**src/rtl/iob_nco_gen_pkg.sv**
```systemverilog
// Shared definitions for the NCO generator: state codes,
// default widths and period-word field helpers.
package iob_nco_gen_pkg;

   localparam logic [1:0] IDLE  = 2'd0;
   localparam logic [1:0] RUN   = 2'd1;
   localparam logic [1:0] DRAIN = 2'd2;

   localparam int PERIOD_W_DEF = 16;
   localparam int FRAC_W_DEF   = 8;
   localparam int INT_W        = PERIOD_W_DEF - FRAC_W_DEF;
   localparam int unsigned MIN_INT = 2;

   function automatic logic [31:0] int_part(
      input logic [31:0] p,
      input int unsigned fw
   );
      return p >> fw;
   endfunction

   function automatic logic [31:0] frac_part(
      input logic [31:0] p,
      input int unsigned fw
   );
      return p & ((32'd1 << fw) - 32'd1);
   endfunction

endpackage

```
**src/rtl/iob_nco_gen_if.sv**
```systemverilog
// Control/status bundle between the period synchroniser side
// and the NCO generator core.
interface iob_nco_gen_if #(
   parameter int PERIOD_W = 16
);
   logic                cke_i;
   logic                soft_reset_i;
   logic                enable_i;
   logic [PERIOD_W-1:0] period_wdata_i;
   logic                period_wen_i;
   logic                clk_o;
   logic                running_o;
   logic [PERIOD_W-1:0] period_o;
   logic                period_ack_o;

   modport master (
      output cke_i, soft_reset_i, enable_i,
      output period_wdata_i, period_wen_i,
      input  clk_o, running_o, period_o, period_ack_o
   );

   modport slave (
      input  cke_i, soft_reset_i, enable_i,
      input  period_wdata_i, period_wen_i,
      output clk_o, running_o, period_o, period_ack_o
   );
endinterface

```
**src/rtl/iob_nco_gen_acc.sv**
```systemverilog
// Fractional phase accumulator; carry stretches the period
// that is starting when step is high.
module iob_nco_gen_acc #(
   parameter int FRAC_W = 8
) (
   input  logic              clk,
   input  logic              arst,
   input  logic              cke,
   input  logic              clr,
   input  logic              step,
   input  logic [FRAC_W-1:0] frac,
   output logic              carry,
   output logic [FRAC_W-1:0] acc
);
   logic [FRAC_W:0] sum;

   assign sum   = {1'b0, acc} + {1'b0, frac};
   assign carry = sum[FRAC_W];

   iob_reg_cear_r #(
      .DATA_W (FRAC_W)
   ) acc_reg (
      .clk  (clk),
      .arst (arst),
      .cke  (cke),
      .rst  (clr),
      .en   (step),
      .d    (sum[FRAC_W-1:0]),
      .q    (acc)
   );
endmodule

```
**src/rtl/iob_reg_cear_r.sv**
```systemverilog
// Library register: clock enable, async reset, sync reset,
// load enable.
module iob_reg_cear_r #(
   parameter int                DATA_W  = 1,
   parameter logic [DATA_W-1:0] RST_VAL = '0
) (
   input  logic              clk,
   input  logic              arst,
   input  logic              cke,
   input  logic              rst,
   input  logic              en,
   input  logic [DATA_W-1:0] d,
   output logic [DATA_W-1:0] q
);
   always_ff @(posedge clk or posedge arst) begin
      if (arst) begin
         q <= RST_VAL;
      end else if (cke) begin
         if (rst) begin
            q <= RST_VAL;
         end else if (en) begin
            q <= d;
         end
      end
   end
endmodule

```
**src/rtl/iob_nco_gen.sv**
```systemverilog
// NCO core: turns fixed-point period words into a divided
// clock with fractional stretching and glitch-free stop.
module iob_nco_gen
   import iob_nco_gen_pkg::*;
#(
   parameter int PERIOD_W = PERIOD_W_DEF,
   parameter int FRAC_W   = FRAC_W_DEF
) (
   input logic          clk_i,
   input logic          arst_i,
   iob_nco_gen_if.slave io
);
   localparam int IW = PERIOD_W - FRAC_W;
   localparam int CW = IW + 1;

   logic [1:0]          state;
   logic [CW-1:0]       cnt;
   logic [CW-1:0]       len;
   logic [CW-1:0]       len_new;
   logic [CW-1:0]       cnt_inc;
   logic                clk_q;
   logic [PERIOD_W-1:0] p_pend;
   logic [PERIOD_W-1:0] p_act;
   logic [PERIOD_W-1:0] p_act_d;
   logic [PERIOD_W-1:0] p_src;
   logic                pend;
   logic                pend_d;
   logic                ack;
   logic                idle;
   logic                bnd;
   logic                take_idle;
   logic                take_bnd;
   logic                p_act_en;
   logic [IW-1:0]       i_src;
   logic [FRAC_W-1:0]   f_src;
   logic                carry;
   logic [FRAC_W-1:0]   acc;
   logic                cont;
   logic                start;
   logic                step;
   logic                clr;

   assign idle      = (state == IDLE);
   assign bnd       = !idle && (cnt == len - 1'b1);
   assign take_idle = idle && (io.period_wen_i || pend);
   assign take_bnd  = bnd && pend;
   assign p_act_en  = take_idle || take_bnd;

   // In IDLE a fresh write bypasses the pending slot
   assign p_act_d = (idle && io.period_wen_i) ?
                    io.period_wdata_i : p_pend;
   assign pend_d  = (io.period_wen_i && !idle) ||
                    (pend && !p_act_en);

   assign p_src = take_bnd ? p_pend : p_act;
   assign i_src = IW'(int_part(32'(p_src), FRAC_W));
   assign f_src = FRAC_W'(frac_part(32'(p_src), FRAC_W));

   assign cont    = io.enable_i && (32'(i_src) >= MIN_INT);
   assign start   = idle && !take_idle && cont;
   assign step    = start || (bnd && cont);
   assign clr     = io.soft_reset_i || (bnd && !cont);
   assign len_new = CW'(i_src) + CW'(carry);
   assign cnt_inc = cnt + 1'b1;

   iob_reg_cear_r #(.DATA_W(PERIOD_W)) pend_val_reg (
      .clk  (clk_i),
      .arst (arst_i),
      .cke  (io.cke_i),
      .rst  (io.soft_reset_i),
      .en   (io.period_wen_i),
      .d    (io.period_wdata_i),
      .q    (p_pend)
   );

   iob_reg_cear_r #(.DATA_W(1)) pend_flag_reg (
      .clk  (clk_i),
      .arst (arst_i),
      .cke  (io.cke_i),
      .rst  (io.soft_reset_i),
      .en   (1'b1),
      .d    (pend_d),
      .q    (pend)
   );

   iob_reg_cear_r #(.DATA_W(PERIOD_W)) act_reg (
      .clk  (clk_i),
      .arst (arst_i),
      .cke  (io.cke_i),
      .rst  (io.soft_reset_i),
      .en   (p_act_en),
      .d    (p_act_d),
      .q    (p_act)
   );

   iob_reg_cear_r #(.DATA_W(1)) ack_reg (
      .clk  (clk_i),
      .arst (arst_i),
      .cke  (io.cke_i),
      .rst  (io.soft_reset_i),
      .en   (1'b1),
      .d    (p_act_en),
      .q    (ack)
   );

   iob_nco_gen_acc #(.FRAC_W(FRAC_W)) acc_u (
      .clk   (clk_i),
      .arst  (arst_i),
      .cke   (io.cke_i),
      .clr   (clr),
      .step  (step),
      .frac  (f_src),
      .carry (carry),
      .acc   (acc)
   );

   always_ff @(posedge clk_i or posedge arst_i) begin
      if (arst_i) begin
         state <= IDLE;
         cnt   <= '0;
         len   <= '0;
         clk_q <= 1'b0;
      end else if (io.cke_i) begin
         if (io.soft_reset_i) begin
            state <= IDLE;
            cnt   <= '0;
            len   <= '0;
            clk_q <= 1'b0;
         end else if (step) begin
            state <= RUN;
            cnt   <= '0;
            len   <= len_new;
            clk_q <= 1'b1;
         end else if (idle || bnd) begin
            state <= IDLE;
            cnt   <= '0;
            len   <= '0;
            clk_q <= 1'b0;
         end else begin
            state <= io.enable_i ? RUN : DRAIN;
            cnt   <= cnt_inc;
            clk_q <= (cnt_inc < (len >> 1));
         end
      end
   end

   // Leaving RUN always clears the phase, so IDLE sees acc == 0
   always @(posedge clk_i) begin
      if (!arst_i) begin
         assert (!idle || acc == '0);
      end
   end

   assign io.clk_o        = clk_q;
   assign io.running_o    = !idle;
   assign io.period_o     = p_act;
   assign io.period_ack_o = ack;
endmodule

```
**src/flat_wrapper.sv**
```systemverilog
// flat-port wrapper written by rule: the top's interface ports become plain ports
module iob_nco_gen_flat import iob_nco_gen_pkg::*;
#(
   parameter int PERIOD_W = PERIOD_W_DEF,
   parameter int FRAC_W   = FRAC_W_DEF
)
  (clk_i, arst_i, io_cke_i, io_soft_reset_i, io_enable_i, io_period_wdata_i, io_period_wen_i, io_clk_o, io_running_o, io_period_o, io_period_ack_o);
  iob_nco_gen_if #(.PERIOD_W(PERIOD_W)) io_i ();
  input logic clk_i;
  input logic arst_i;
  input wire logic [$bits(io_i.cke_i)-1:0] io_cke_i;
  input wire logic [$bits(io_i.soft_reset_i)-1:0] io_soft_reset_i;
  input wire logic [$bits(io_i.enable_i)-1:0] io_enable_i;
  input wire logic [$bits(io_i.period_wdata_i)-1:0] io_period_wdata_i;
  input wire logic [$bits(io_i.period_wen_i)-1:0] io_period_wen_i;
  output wire logic [$bits(io_i.clk_o)-1:0] io_clk_o;
  output wire logic [$bits(io_i.running_o)-1:0] io_running_o;
  output wire logic [$bits(io_i.period_o)-1:0] io_period_o;
  output wire logic [$bits(io_i.period_ack_o)-1:0] io_period_ack_o;
  assign io_i.cke_i = io_cke_i;
  assign io_i.soft_reset_i = io_soft_reset_i;
  assign io_i.enable_i = io_enable_i;
  assign io_i.period_wdata_i = io_period_wdata_i;
  assign io_i.period_wen_i = io_period_wen_i;
  assign io_clk_o = io_i.clk_o;
  assign io_running_o = io_i.running_o;
  assign io_period_o = io_i.period_o;
  assign io_period_ack_o = io_i.period_ack_o;
  iob_nco_gen #(.PERIOD_W(PERIOD_W), .FRAC_W(FRAC_W)) u_core (.clk_i(clk_i), .arst_i(arst_i), .io(io_i));
endmodule
```
**config.mk**
```make
export PLATFORM = sky130hd
export DESIGN_NAME = iob_nco_gen_flat
export DESIGN_NICKNAME = d
export VERILOG_FILES = /design/src/rtl/iob_nco_gen_pkg.sv /design/src/rtl/iob_nco_gen_if.sv /design/src/rtl/iob_nco_gen_acc.sv /design/src/rtl/iob_reg_cear_r.sv /design/src/rtl/iob_nco_gen.sv /design/src/flat_wrapper.sv
export SDC_FILE = /design/constraint.sdc
export NUM_CORES = 1
export LEC_CHECK = 0
export BUFFER_PORTS_ARGS = -buffer_cell sky130_fd_sc_hd__buf_2
export CORE_MARGIN = 3
export CORE_UTILIZATION = 40
export DETAILED_ROUTE_END_ITERATION = 16
export GPL_ROUTABILITY_DRIVEN = 0
export SLEW_MARGIN = 20
export SYNTH_ARGS = -nofsm -noshare
export SYNTH_HDL_FRONTEND = slang
export SYNTH_SLANG_ARGS = --single-unit
```
**constraint.sdc**
```tcl
create_clock -name clk_i -period 5.15 [get_ports clk_i]
set_input_delay 0 -clock clk_i [delete_from_list [all_inputs] [get_ports clk_i]]
set_output_delay 0 -clock clk_i [all_outputs]
set_load 0.02 [all_outputs]
```
* Yosys cells after proc, flatten, opt, wreduce, memory -nomap -nowiden
Index checks and enable logic that the tools add are counted.
** Storage, ports and cells
- Latch bits :: 0
- Bits in read-only memories :: 0
- Word-level logic and storage cells :: 69
- Memory bits (writable) :: 0
- Memories kept :: 0
- Bits of input ports :: 22
- Register bits :: 63
** Cells by class
- Equality and inequality tests :: 1
- $add $sub $neg :: 4
- Divide/modulo/power cells :: 0
- Multipliers :: 0
- Shift operators :: 0
- Mux-type cells :: 23
- Reductions and logical operators :: 30
- $lt $le $gt $ge :: 2
- Bitwise gates (word level) :: 0
** Operators by type and width (number)
- $mux 16 :: 6
- $mux 9 :: 6
- $mux 8 :: 2
- $logic_and 1x1->1 :: 11
- $add 8x1->9 :: 1
- $add 8x8->9 :: 1
- $add 9x1->9 const B :: 1
- $eq 9x9->1 :: 1
- $lt 9x8->1 :: 1
- $sub 9x1->9 const B :: 1
- $ge 8x2->1 const B :: 1
- $mux 2 :: 4
- $reduce_and 2->1 :: 4
- $logic_or 1x1->1 :: 6
- $reduce_bool 2->1 :: 3
- $mux 1 :: 5
- $logic_not 1->1 :: 4
- $reduce_bool 3->1 :: 1
- $logic_not 2->1 :: 1

* Longest topological paths before layout
- Depth after elaboration :: 12
- Gate-level depth with buffers :: 29

* Cells and area by module
A second synthesis with hierarchy kept.
** Unflattened totals
- Cell total of the unflattened synthesis :: 438
- Area total of the unflattened synthesis :: 4461.8 um^2
** By module, submodules not included
- iob_nco_gen :: times used 1, area each 2180.8 um^2, cells an instance 240
- iob_reg_cear_r at u_core.act_reg ... :: times used 2, area each 755.7 um^2, cells an instance 60
- iob_reg_cear_r at u_core.acc_u.acc_reg :: times used 1, area each 345.3 um^2, cells an instance 26
- iob_nco_gen_acc :: times used 1, area each 324.1 um^2, cells an instance 42
- iob_reg_cear_r at u_core.ack_reg ... :: times used 2, area each 50.0 um^2, cells an instance 5

* Least setup slack after synthesis
OpenSTA, ideal clock, no wires.
- Path type :: reg-to-reg
- From :: reg u_core.len[0]
- To :: reg u_core.len[6]
- Arrival time :: 5126 ps
- Path buffers :: 3
- Setup time :: 121 ps
- Path slack :: -97 ps
- Clock period less this slack :: 5247 ps
- Stages on the path, launching flop included :: 29
- Path through :: dfrtp_1 > inv_1 > ha_1 > nor3b_1 > xnor2_1 > o22ai_1 > nor2_1 > or4_1 > buf_6 > buf_8 > buf_2 > mux2_2 > ha_1 > fa_1 > a21oi_1 > nor2_1 > nor2_1 > o21bai_1 > a21oi_1 > nor2b_1 > o21ai_0 > nand2b_1 > ha_1 > ha_1 > and3_1 > nand3_1 > mux2_4 > xor2_1 > a22o_1
** Between the ends
- Longest elaborated chain between the ends :: 11
** Ends and longest elaborated chain
- start, declared :: RTL line iob_nco_gen.sv:18 : logic [CW-1:0] len;
- start signal, assigned :: RTL line iob_nco_gen.sv:132 : len <= len_new;
- $sub 9x1->9 * :: RTL line iob_nco_gen.sv:44 : assign bnd = !idle && (cnt == len - 1'b1);
- $eq 9x9->1 * :: RTL line iob_nco_gen.sv:44
- $logic_and 1x1->1 * :: RTL line iob_nco_gen.sv:44
- branches (longest 8 deep; another with $add 8x8->9)
Every way passes the cells marked *.
A chain may end at the register's enable or synchronous reset.

* Worst setup path after layout
- From :: reg u_core.len[3]
- To :: reg u_core.len[6]
The elaborated chain is that of the path after synthesis.

==> Flow_metrics.wiki <==
{| class="wikitable"
! Metric !! Value
|-
| Outcome || finished clean
|-
| Hold Crit Depth || 3
|-
| Number of buffer cells added on primary ports || 40
|-
| Most frequent cell after synthesis || dfrtp_1
|-
| Die footprint || between 0.01 and 0.015 mm2
|-
| PD cells || 273 mW/mm2
|-
| Inserted Diodes || 0
|-
| Floorplan row count || 34
|-
| Core region area || ~0.0089 mm2
|-
| Mean area per synthesized cell || roughly 11 um2
|-
| Max Root-Sink Buffers || 2
|-
| Max-Cap Viols || 0
|-
| Final instance area || roughly 0.0046 mm2
|-
| Layout Nets || 465
|-
| CP max-delay cell || or4_4
|-
| Pin count of the biggest net entering global routing || 64
|-
| Ranking of synthesized cells by area || dfrtp_1 (42%), a22o_1 (9.5%), mux2i_1 (6.4%)
|-
| Leading cell types by count after synthesis || dfrtp_1 (63), a22o_1 (41), nand2_1 (28), mux2i_1 (24), o21ai_0 (23)
|-
| End point of the worst hold path || u_core.pend_val_reg.q[13]
|-
| Total number of yosys warnings || 0
|-
| Setup crit end kind || flip-flop
|-
| Total global routing track utilization || a little under a fifth
|-
| Kind of cell adding the most delay to the critical path || simple AND/OR/NAND/NOR gates
|-
| Clock buffer count from CTS || 9
|-
| Fillcell total || 813
|-
| Final count of negative-setup-slack endpoints || 0
|-
| Crit path launch type || flip-flop
|-
| I/O Pins || 41
|-
| TritonCTS clock tree || done
|-
| Reg2Reg Setup Slack || 280 ps
|-
| H-tree depth || 3
|-
| Area share of the largest cell type after synthesis || around two fifths
|-
| Cell count after synthesis || about 360
|-
| Largest fanout on the critical path || 20
|-
| Reg-to-Reg Start || u_core.len[3]
|-
| Number of clock sinks || between 60 and 70
|-
| Share of synthesized area occupied by flip-flops and latches || 41.8%
|-
| Clock edge transition at the registers on the reported setup and hold paths || 80 ps
|-
| Clock latency of the later-clocked register in the worst-skew pair || 350 ps
|-
| Hpwl dp || ~6.4 mm
|-
| Max transition margin || roughly a quarter
|-
| Post-Synthesis Net Count || ~400
|-
| Share of the clock period used by the worst path || 94.6%
|-
| WL per Instance || about 17 um
|-
| Total detailed-routing wirelength || a little over 9 mm
|-
| Path depth of the worst reg2reg path || 23
|-
| CP Data Required Time || between 5000 and 6000 ps
|-
| Number of antenna violations at the first check in global routing || 0
|-
| WP data arrival || ~5100 ps
|-
| Final setup skew || between 10 and 15 ps
|-
| Clock root buffer || clkbuf_8
|-
| Worst Hold Launch || io_soft_reset_i
|-
| DR iter-0 viols || 93
|-
| First-pass DRT Iterations || 4
|-
| Initial Util || 42.2%
|-
| Endpoints failing hold || 0
|-
| Instance area at placement || approximately 0.0041 mm2
|-
| Number of vias per cell || around 5.5
|-
| Netlist cell types || 47
|-
| Number of enable-type register cells in the synthesized netlist || 0
|-
| Dominant synthesized flop cell || dfrtp_1
|-
| Global-route wire length before repair || approximately 15 mm
|-
| FFs w/ async S/R, synth || between 90% and 100%
|-
| Synthesis-to-layout area growth || 21.1%
|-
| Pins over their slew limit || 0
|-
| Reg2reg end || u_core.len[6]
|-
| Synth Cell Area || 0.00377 mm2
|-
| Worst path cell trace || nor4_2, xnor2_1, o31ai_2, nand4_1, or4_4, buf_8, mux2_2, ha_1, inv_1, nor2_1, nor2_2, o21bai_1, a21oi_2, nor2b_1, o21ai_1, nand2b_1, ha_2, ha_4, and3_1, nand3_1, mux2_4, xor2_1, a22o_1
|-
| Leakage power || ~2.2 nW
|-
| Post-synthesis cell type with the largest combined area || dfrtp_1
|-
| Critical path type || flip-flop to flip-flop
|-
| DR DRC count || 0
|-
| Maximum vdd drop || around 0.00015 V
|-
| Fmax || 205 MHz
|-
| Detail Route Antenna Nets || 0
|-
| Final critical path time including I/O delays and setup || between 4000 and 5000 ps
|-
| Combined buffer and inverter count along the critical path || 2
|-
| Vert. Die Dim || 103 um
|-
| Class of the most critical hold timing path || primary input to flip-flop
|-
| Final core occ || 51.1%
|-
| Slowest stage delay, CP || about 540 ps
|-
| Via count of the first global-routing pass || between 3000 and 4000
|-
| Ratio of cells with drive above 1 in the final layout || about 22%
|-
| Via count || roughly 3000
|-
| Gr ovfl total || 0
|-
| Slew at the pin closest to its max-slew limit || 1100 ps
|-
| Die Width || between 100 and 150 um
|-
| Total of flip-flops plus latches after synthesis || 63
|}
-- layer usage --
metal  GRT usage, %  up-vias  wire (um)
li1               -     1444          -
met1           24.8     1452       4320
met4           7.47        0        161
met3           3.11       12        305
met2           29.9       60       4310
met5              0        -          0
-- stage by stage --
step	hold WS, ps	setup slack [ps]	total power [W]	instances	TNS [ps]
6_report	226	277	0.00125	536	0
5_1_grt	234	-13.4	0.00131	536	-26.8
4_1_cts	205	18.3	0.00126	535	0
3_5_place_dp	238	-13.2	0.000805	500	-17.9
3_3_place_gp	231	163	0.000800	500	0
2_1_floorplan	96.4	26.2	0.000727	357	0
-- cell families (layout without fill, tap and decap cells) --
kind of cell / count (synthesis) / in the layout / share of synthesized area (%)
buffers and inverters: 29 / 100 / 3.62
DFF: 63 / 63 / 41.8
muxes: 36 / 36 / 10.4
AOI/OAI and AO/OA: 92 / 92 / 17.6
and+or+nand+nor: 84 / 84 / 11.7
adders and majority gates: 20 / 20 / 6.84
xor gates and xnor gates: 33 / 33 / 8.04
-- final cells by class --
type / instances / area (um2) / share of cell area [%]
clock buffers: 9 / 124 / 2.71
clock inverters: 7 / 73.8 / 1.62
inverters: 16 / 60.1 / 1.32
multi-input cells: 265 / 2130 / 46.6
flip-flops and latches: 63 / 1580 / 34.5
well taps: 108 / 135 / 2.96
repair buffers: 68 / 465 / 10.2
-- where the power goes --
group / total [W] / switching, W / internal (W)
logic: 0.000248 / 0.000141 / 0.000107
clock network: 0.000437 / 0.000214 / 0.000223
registers: 0.000562 / 0.0000363 / 0.000525
-- cells in the final DEF (no fill, tap or decap), types with 12 or more instances in the layout --
| cell type | synthesis | layout |
|---|---|---|
| nand2_1 | 28 | 28 |
| mux2i_1 | 24 | 24 |
| dlygate4sd3_1 | 0 | 19 |
| ha_1 | 19 | 16 |
| inv_1 | 16 | 15 |
| o21ai_0 | 23 | 22 |
| a22o_1 | 41 | 41 |
| dfrtp_1 | 63 | 63 |
| xor2_1 | 12 | 12 |
| xnor2_1 | 20 | 20 |
| buf_2 | 1 | 40 |
-- sequential cells by signal, indices dropped and copies added (netlist names) --
register                cells
u_core.act_reg.q           16
u_core.pend_val_reg.q      16
u_core.cnt                  9
u_core.len                  9
u_core.acc_u.acc_reg.q      8
u_core.state                2
u_core.ack_reg.q            1
u_core.io.clk_o             1
u_core.pend_flag_reg.q      1
-- worst max-delay path by stage --
stage                               end  cells after the start  slack (ps)          start
after CTS                 u_core.len[6]                     25          20  u_core.len[0]
final                     u_core.len[6]                     23         280  u_core.len[3]
after global routing      u_core.len[7]                     24         -10  u_core.len[3]
after global placement    u_core.len[6]                     25         160  u_core.len[0]
after floorplan           u_core.len[6]                     26          30  u_core.len[3]
after detailed placement  u_core.len[6]                     25         -10  u_core.len[0]
-- worst reg2reg max path, cell delays in order, from the launching register on --
cell and delay [ps]:
dfrtp_1 400, nor4_2 410, xnor2_1 150, o31ai_2 290, nand4_1 130, or4_4 540
buf_8 200, mux2_2 290, ha_1 310, inv_1 60, nor2_1 130, nor2_2 60
o21bai_1 160, a21oi_2 90, nor2b_1 110, o21ai_1 60, nand2b_1 80, ha_2 210
ha_4 150, and3_1 200, nand3_1 80, mux2_4 290, xor2_1 160, a22o_1 180
-- what timing repair did --
| action | in CTS | in global routing |
|---|---|---|
| pin swaps | 0 | 1 |
| resized for setup | 1 | 12 |
| setup buffers | 0 | 1 |
| cloned | 0 | 0 |
| hold buffers | 19 | 0 |
| setup endpoints to repair | 1 | 7 |
| endpoints found under the hold margin | 98 | 0 |
(Power assumes the default switching activity.)
